**config.mk**
```make
export PLATFORM = sky130hd
export DESIGN_NAME = div
export DESIGN_NICKNAME = d
export VERILOG_FILES = /design/src/rtl/div.sv
export SDC_FILE = /design/constraint.sdc
export NUM_CORES = 1
export LEC_CHECK = 0
export BUFFER_PORTS_ARGS = -buffer_cell sky130_fd_sc_hd__buf_2
export CAP_MARGIN = 20
export CORE_MARGIN = 4
export CORE_UTILIZATION = 64
export DETAILED_ROUTE_END_ITERATION = 8
export GPL_ROUTABILITY_DRIVEN = 0
export GPL_TIMING_DRIVEN = 0
export PLACE_DENSITY_LB_ADDON = 0.3
export SYNTH_ARGS = -nofsm -noshare
export SYNTH_HDL_FRONTEND = slang
export SYNTH_SLANG_ARGS = --single-unit
export TNS_END_PERCENT = 50
```
**constraint.sdc**
```tcl
create_clock -name clk -period 6.8 [get_ports clk]
set_input_delay 2.04 -clock clk [delete_from_list [all_inputs] [get_ports clk]]
set_output_delay 2.04 -clock clk [all_outputs]
set_load 0.01 [all_outputs]
```
**src/rtl/div.sv**
```systemverilog
// -----------------------------------------------------------------------------
// div: iterative 32-bit integer divider (signed DIV / unsigned DIVU).
//
// A radix-2 restoring divider that retires one quotient bit per cycle. Signed
// operands are converted to magnitudes when the request is accepted. The
// signs are applied again after the 32nd step.
//
// Ports
//   clk          clock; all state changes on the rising edge
//   rst          asynchronous active-low reset
//   signed_div_i 1 = two's-complement divide, 0 = unsigned divide
//   opdata1_i    dividend
//   opdata2_i    divisor
//   start_i      request; held high until the result has been consumed
//   annul_i      flush the division in flight (ignored once a result is ready)
//   result_o     {remainder, quotient}; zero unless ready_o is high
//   ready_o      result_o is valid
//
// Handshake: a request is accepted only in StFree. A nonzero divisor gives the
// result 33 edges after the accepting edge. A zero divisor gives an all-zero
// result one edge after it. The result is held until start_i drops.
// -----------------------------------------------------------------------------
module div (
    input  logic        clk,
    input  logic        rst,
    input  logic        signed_div_i,
    input  logic [31:0] opdata1_i,
    input  logic [31:0] opdata2_i,
    input  logic        start_i,
    input  logic        annul_i,
    output logic [63:0] result_o,
    output logic        ready_o
);

    typedef enum logic [1:0] {
        StFree,
        StByZero,
        StOn,
        StEnd
    } state_e;

    localparam logic [5:0] NumSteps = 6'd32;

    state_e      state_q,    state_d;
    logic [5:0]  cnt_q,      cnt_d;
    // work_q[63:32] holds the partial remainder. work_q[31:0] holds the
    // dividend bits that have not been consumed, with the quotient bits
    // shifted in behind them.
    logic [64:0] work_q,     work_d;
    logic [31:0] divisor_q,  divisor_d;
    logic        neg_quot_q, neg_quot_d;
    logic        neg_rem_q,  neg_rem_d;
    logic [63:0] result_q,   result_d;
    logic        ready_q,    ready_d;

    // Operand magnitudes for the request currently on the inputs.
    logic [31:0] op1_mag;
    logic [31:0] op2_mag;

    always_comb begin
        op1_mag = opdata1_i;
        op2_mag = opdata2_i;
        if (signed_div_i && opdata1_i[31]) begin
            op1_mag = ~opdata1_i + 32'd1;
        end
        if (signed_div_i && opdata2_i[31]) begin
            op2_mag = ~opdata2_i + 32'd1;
        end
    end

    // One restoring step. work_q[64:31] is the partial remainder after it has
    // been shifted left by one bit. That value is below 2 * divisor, so it
    // fits in 33 bits. The subtraction is done on 34 bits so that bit 33 acts
    // as the borrow.
    logic [33:0] trial;
    logic [64:0] step_next;

    always_comb begin
        trial = work_q[64:31] - {2'b00, divisor_q};
        if (trial[33]) begin
            // Negative: restore, i.e. keep the shifted value and use quotient bit 0.
            step_next = {work_q[63:0], 1'b0};
        end else begin
            step_next = {trial[32:0], work_q[30:0], 1'b1};
        end
    end

    // Sign correction of the finished magnitudes.
    logic [31:0] quot_fixed;
    logic [31:0] rem_fixed;

    always_comb begin
        quot_fixed = work_q[31:0];
        rem_fixed  = work_q[63:32];
        if (neg_quot_q) begin
            quot_fixed = ~work_q[31:0] + 32'd1;
        end
        if (neg_rem_q) begin
            rem_fixed = ~work_q[63:32] + 32'd1;
        end
    end

    // Next-state logic and datapath control.
    always_comb begin
        state_d    = state_q;
        cnt_d      = cnt_q;
        work_d     = work_q;
        divisor_d  = divisor_q;
        neg_quot_d = neg_quot_q;
        neg_rem_d  = neg_rem_q;
        result_d   = result_q;
        ready_d    = ready_q;

        unique case (state_q)
            StFree: begin
                result_d = 64'd0;
                ready_d  = 1'b0;
                if (start_i && !annul_i) begin
                    if (opdata2_i == 32'd0) begin
                        state_d = StByZero;
                    end else begin
                        state_d    = StOn;
                        cnt_d      = 6'd0;
                        work_d     = {33'd0, op1_mag};
                        divisor_d  = op2_mag;
                        neg_quot_d = signed_div_i & (opdata1_i[31] ^ opdata2_i[31]);
                        neg_rem_d  = signed_div_i & opdata1_i[31];
                    end
                end
            end

            StByZero: begin
                if (annul_i) begin
                    state_d  = StFree;
                    result_d = 64'd0;
                    ready_d  = 1'b0;
                end else begin
                    state_d  = StEnd;
                    result_d = 64'd0;
                    ready_d  = 1'b1;
                end
            end

            StOn: begin
                if (annul_i) begin
                    state_d  = StFree;
                    cnt_d    = 6'd0;
                    result_d = 64'd0;
                    ready_d  = 1'b0;
                end else if (cnt_q != NumSteps) begin
                    work_d = step_next;
                    cnt_d  = cnt_q + 6'd1;
                end else begin
                    state_d  = StEnd;
                    result_d = {rem_fixed, quot_fixed};
                    ready_d  = 1'b1;
                end
            end

            StEnd: begin
                // annul_i has no effect here. The result stays until the consumer drops start_i.
                if (!start_i) begin
                    state_d  = StFree;
                    cnt_d    = 6'd0;
                    result_d = 64'd0;
                    ready_d  = 1'b0;
                end
            end

            default: begin
                state_d  = StFree;
                result_d = 64'd0;
                ready_d  = 1'b0;
            end
        endcase
    end

    always_ff @(posedge clk or negedge rst) begin
        if (!rst) begin
            state_q    <= StFree;
            cnt_q      <= 6'd0;
            work_q     <= 65'd0;
            divisor_q  <= 32'd0;
            neg_quot_q <= 1'b0;
            neg_rem_q  <= 1'b0;
            result_q   <= 64'd0;
            ready_q    <= 1'b0;
        end else begin
            state_q    <= state_d;
            cnt_q      <= cnt_d;
            work_q     <= work_d;
            divisor_q  <= divisor_d;
            neg_quot_q <= neg_quot_d;
            neg_rem_q  <= neg_rem_d;
            result_q   <= result_d;
            ready_q    <= ready_d;
        end
    end

    assign result_o = result_q;
    assign ready_o  = ready_q;

endmodule

```
After elaboration in Yosys (flattened, before gate mapping)
Cells that the tools add are included.
{"block": "classes", "n_addsub": 6, "eq_ne": 11, "mux": 32, "bitwise": 8, "n_reduce_logical": 14}
{"operator": "$mux W65", "n": 5}
{"operator": "$mux W64", "n": 3}
{"operator": "$pmux W64 S3", "n": 1}
{"operator": "$pmux W65 S2", "n": 1}
{"operator": "$add A32 B1 Y32 const B", "n": 4}
{"operator": "$mux W32", "n": 4}
{"operator": "$not A32 Y32", "n": 4}
{"operator": "$sub A34 B32 Y34", "n": 1}
{"operator": "$logic_not A32 Y1", "n": 1}
{"operator": "$mux W6", "n": 5}
{"operator": "$pmux W6 S3", "n": 1}
{"operator": "$mux W2", "n": 6}
{"operator": "$ne A2 B2 Y1 const B", "n": 5}
{"operator": "$reduce_and A5 Y1", "n": 2}
{"operator": "$pmux W2 S4", "n": 1}
{"operator": "$add A6 B1 Y6 const B", "n": 1}
{"operator": "$ne A3 B3 Y1 const B", "n": 2}
{"operator": "$ne A6 B6 Y1 const B", "n": 1}
{"operator": "$reduce_and A3 Y1", "n": 2}
{"operator": "$eq A2 B2 Y1 const B", "n": 2}
{"operator": "$mux W1", "n": 4}
{"operator": "$pmux W1 S4", "n": 1}
{"operator": "$logic_and A1 B1 Y1", "n": 3}
{"operator": "$reduce_bool A3 Y1", "n": 1}
{"operator": "other kinds (9)", "n": 10}
{"block": "totals", "register_bits": 172, "inputBits": 69, "wordCells": 79}

Logic depth before layout (Yosys ltp)
{"block": "depth", "word_depth": 6, "mapped_depth": 13, "mapped_depth_nobuf": 12}

Least setup slack after synthesis
Ideal clock, no wire load.
{"block": "synth_timing", "path_kind": "in2reg", "start": "input port opdata2_i[12]", "end": "register work_q[19]", "setup_ps": 125, "arrival_ps": 4448, "path_slack_ps": 2227, "path_stages": 9, "path_buffers": 2, "cell_sequence": "or4_1 or3_1 or4b_1 o21ai_2 nand2_1 o21ai_2 buf_4 buf_4 mux2_2"}
{"block": "synth_between", "elab_chain_len": 3}
{"item": "from (decl)", "line": "28", "text": "input logic [31:0] opdata2_i,"}
{"item": "$logic_not A32 Y1", "line": "119", "text": "if (opdata2_i == 32'd0) begin"}
{"item": "$ne A2 B2 Y1 (no line)"}
{"item": "$reduce_and A5 Y1 (no line)"}
{"item": "to (signal assigned)", "line": "191", "text": "work_q <= work_d;"}
{"item": "to (decl)", "line": "49", "text": "logic [64:0] work_q, work_d;"}
No other way between the ends.
A chain may end at the register's enable or synchronous reset.

Worst setup path in the final report
{"block": "layout_timing", "start": "input port opdata2_i[12]", "end": "register neg_quot_q"}
{"block": "layout_between", "elab_chain_len": 3}
{"item": "$logic_not A32 Y1", "line": "119"}
{"item": "$not A1 Y1 (no line)"}
{"item": "$reduce_and A3 Y1 (no line)"}
{"item": "to (signal assigned)", "line": "193", "text": "neg_quot_q <= neg_quot_d;"}
{"item": "to (decl)", "line": "51", "text": "logic neg_quot_q, neg_quot_d;"}
No other way between the ends.

==> run_results.csv <==
group,metric,value,unit
sta,fmax,0.2081,GHz
clocking,cts_resized,0,
synthesis,synth.most_common_cell,"nand2_1",
cells_and_area,layout.nets,1633,
drt,drt_iter0_drc,944,
power_and_ir_drop,power.density_cell_area,319.7,mW/mm^2
clocking,cts_setup_buffers,0,
sta,holdWs,0.4717,ns
critical_path,max_stage_delay,0.59,ns
synthesis,async_reset_ff_share,100.0,%
drt,via_per_inst,6.069,
drt,drc,0,
clocking,cts_buffer_depth,2,
die,core_area,0.01742,mm^2
die,pin_count,134,
critical_path,cp-end-kind,"register",
synthesis,synth_area_per_cell,8.351,um^2
clocking,clk_latency,0.44,ns
die,floorplan.initialDensity,65.60,%
sta,fin_ws,1.994,ns
sta,setup_viol,0,
synthesis,yosysWarningCount,0,
sta,skew,0.008031,ns
cells_and_area,layout-drive-gt1-share,13.23,%
clocking,cts-root-buf,"clkbuf_16",
global_route,antenna_found_initial,0,
drt,ant_nets,0,
critical_path,cp.required,7.09,ns
global_route,grt_usage,30.06,%
critical_path,cp_num_buf_inv,3,
critical_path,cp_slowest_cell,"or4b_1",
die,rows,48,
sta,period_share,70.68,%
sta,relSlewSlack,44.64,%
clocking,htree_levels,4,
cells_and_area,insertedDiodeCount,0,
synthesis,netlist-cell-type-count,64,
synthesis,ys_ff_latch,172,
sta,rsz0062_at_grt,"no",
power_and_ir_drop,vdd_ir_drop_max,0.0001663,V
synthesis,synth-edff-count,0,
critical_path,path_class,"primary input to register",
die,die_h,141.6,um
sta,fin_crit,4.806,ns
placement,pre_cts_ws,1.618,ns
critical_path,cp_max_fo,10,
synthesis,synth_flop_cell,"dfrtp_1",
drt,first_pass_iters,5,
critical_path,cp_cell_sequence,"buf_2 > or4_1 > or3_1 > or4b_1 > o21ai_2 > inv_1 > nand2_1 > clkbuf_1 > o21ai_0",
cells_and_area,stdcell_count,1759,
drt,dr_total_vias,10676,
sta,finalSetupTns,0,ns
status,status,"finished, final reports clean",
cells_and_area,syn_to_final_growth,13.74,%
clocking,clk_pin_slew_worst_paths,0.07,ns
synthesis,syn_nets,1480,
placement,dp_hpwl,23270,um
critical_path,cp-start-kind,"primary input",
die,dieArea,0.02005,mm^2
placement,dp_cells,1727,
global_route,overflow,0,
synthesis,yosysTopAreaCell,"dfrtp_1",
synthesis,syn-cell-area,0.01142,mm^2
job,drv_cap,0,
global_route,grt_max_degree,129,
critical_path,cp.arrival,5.10,ns
min_path,min_path_type,"register to register",
synthesis,synth_commonest_cells,"193 x nand2_1, 177 x o21ai_0, 172 x dfrtp_1",
drt,drt-total-wl,30120,um
drt,wire_per_inst,17.13,um
sta,tightestPinTransition,0.8228,ns
synthesis,ys_seq_area_share,37.67,%
synthesis,synth_top_cells_by_area,"dfrtp_1 38%, o21ai_0 7.8%, xor2_1 6.5%, nand2_1 6.3%, ha_1 4.6%",
placement,numPortBuffers,133,
synthesis,netlist_instances,1368,
clocking,cts_sinks,172,
sta,hold_viol,0,
global_route,grt_pass1_vias,9858,
cells_and_area,fillers,1343,
sta,maxSlewViolCount,0,
power_and_ir_drop,p_leak,0.005960,uW
clocking,ctsHoldBuffers,0,
critical_path,path_delay_family,"simple AND/OR/NAND/NOR gates",
die,die_x,141.6,um
clocking,cts_tree,"yes",
global_route,grt_pass1_wl,48720,um
clocking,numCtsBuffers,17,
synthesis,yosysTopAreaCellShare,37.67,%
## worst min-delay path, delay by kind of cell (launching register included)
kind / cells / cell delay, ns
DFF: 1 / 0.33
and+or+nand+nor: 1 / 0.05
AOI/OAI and AO/OA: 1 / 0.05
## report_power, final
group | switching, uW | leakage (uW) | internal [uW]
Combinational | 1120 | 0.00343 | 631
Sequential | 216 | 0.00225 | 1230
Clock | 415 | 0.000279 | 545
Total | 1750 | 0.00596 | 2400
## cell type report
type                    instances  area [um^2]  area share [%]
multi-input cells            1068         6615           50.90
inverters                      62        232.7           1.791
repair buffers                134        703.2           5.411
plain buffers                  66        272.8           2.099
clock inverters                11        105.1          0.8088
flip-flops and latches        172         4304           33.12
clock buffers                  21        480.5           3.697
well taps                     225        281.5           2.166
## stage by stage
| stage | util (%) | cell area [um^2] | power [uW] |
|---|---|---|---|
| finish | 74.61 | 13000 | 4155 |
| global route | 74.61 | 13000 | 4415 |
| CTS | 74.61 | 13000 | 4113 |
| detailed placement | 71.25 | 12410 | 3153 |
| global placement | 71.03 | 12370 | 3063 |
| floorplan | - | 11420 | 2629 |
## logic make-up after synthesis
logic type                 Yosys count  share of synthesized area, %
buffers and inverters              128                         4.424
DFF                                172                         37.67
AOI/OAI and AO/OA                  417                         21.54
and+or+nand+nor                    426                         17.15
xor gates and xnor gates           144                         11.04
muxes                               38                         3.395
adders and majority gates           43                         4.775
## final timing paths
check                      cells after the start  slack, ns            to           from
max in group asynchronous                      2       4.43  divisor_q[4]            rst
min in group asynchronous                      1       1.48   result_o[1]            rst
max                                            9       1.99    neg_quot_q  opdata2_i[12]
min                                            2       0.47   result_o[0]    result_o[0]
min reg2reg                                    2       0.47   result_o[0]    result_o[0]
max reg2reg                                   11       3.06    work_q[56]     work_q[40]
## routing by layer
| layer | share of wire [%] | global-route usage [%] | up-vias |
|---|---|---|---|
| li1 | - | - | 5118 |
| met1 | 45 | 44.93 | 5020 |
| met2 | 43 | 44.33 | 493 |
| met3 | 10 | 6.842 | 45 |
| met4 | 1.7 | 8.030 | 0 |
| met5 | 0 | 0 | - |
## state kept, by name, summed over array words and instances, names as in the netlist
name        count
work_q         65
result_o       64
divisor_q      32
cnt_q           6
state_q         2
neg_quot_q      1
neg_rem_q       1
ready_o         1
## layout by cell type, fill, tap and decap left out, drive strengths merged, types with 21 or more instances in the layout
master  Yosys  layout
buf        19     153
nand2     193     193
ha         42      42
dfrtp     172     172
o21ai     198     198
a21oi     104     104
nor2       90      90
mux2i      32      32
or3        21      21
inv        62      65
xor2       85      85
xnor2      59      59
o31ai      29      29
nor3       22      22
clkbuf     47      68
(Power assumes the default switching activity.)
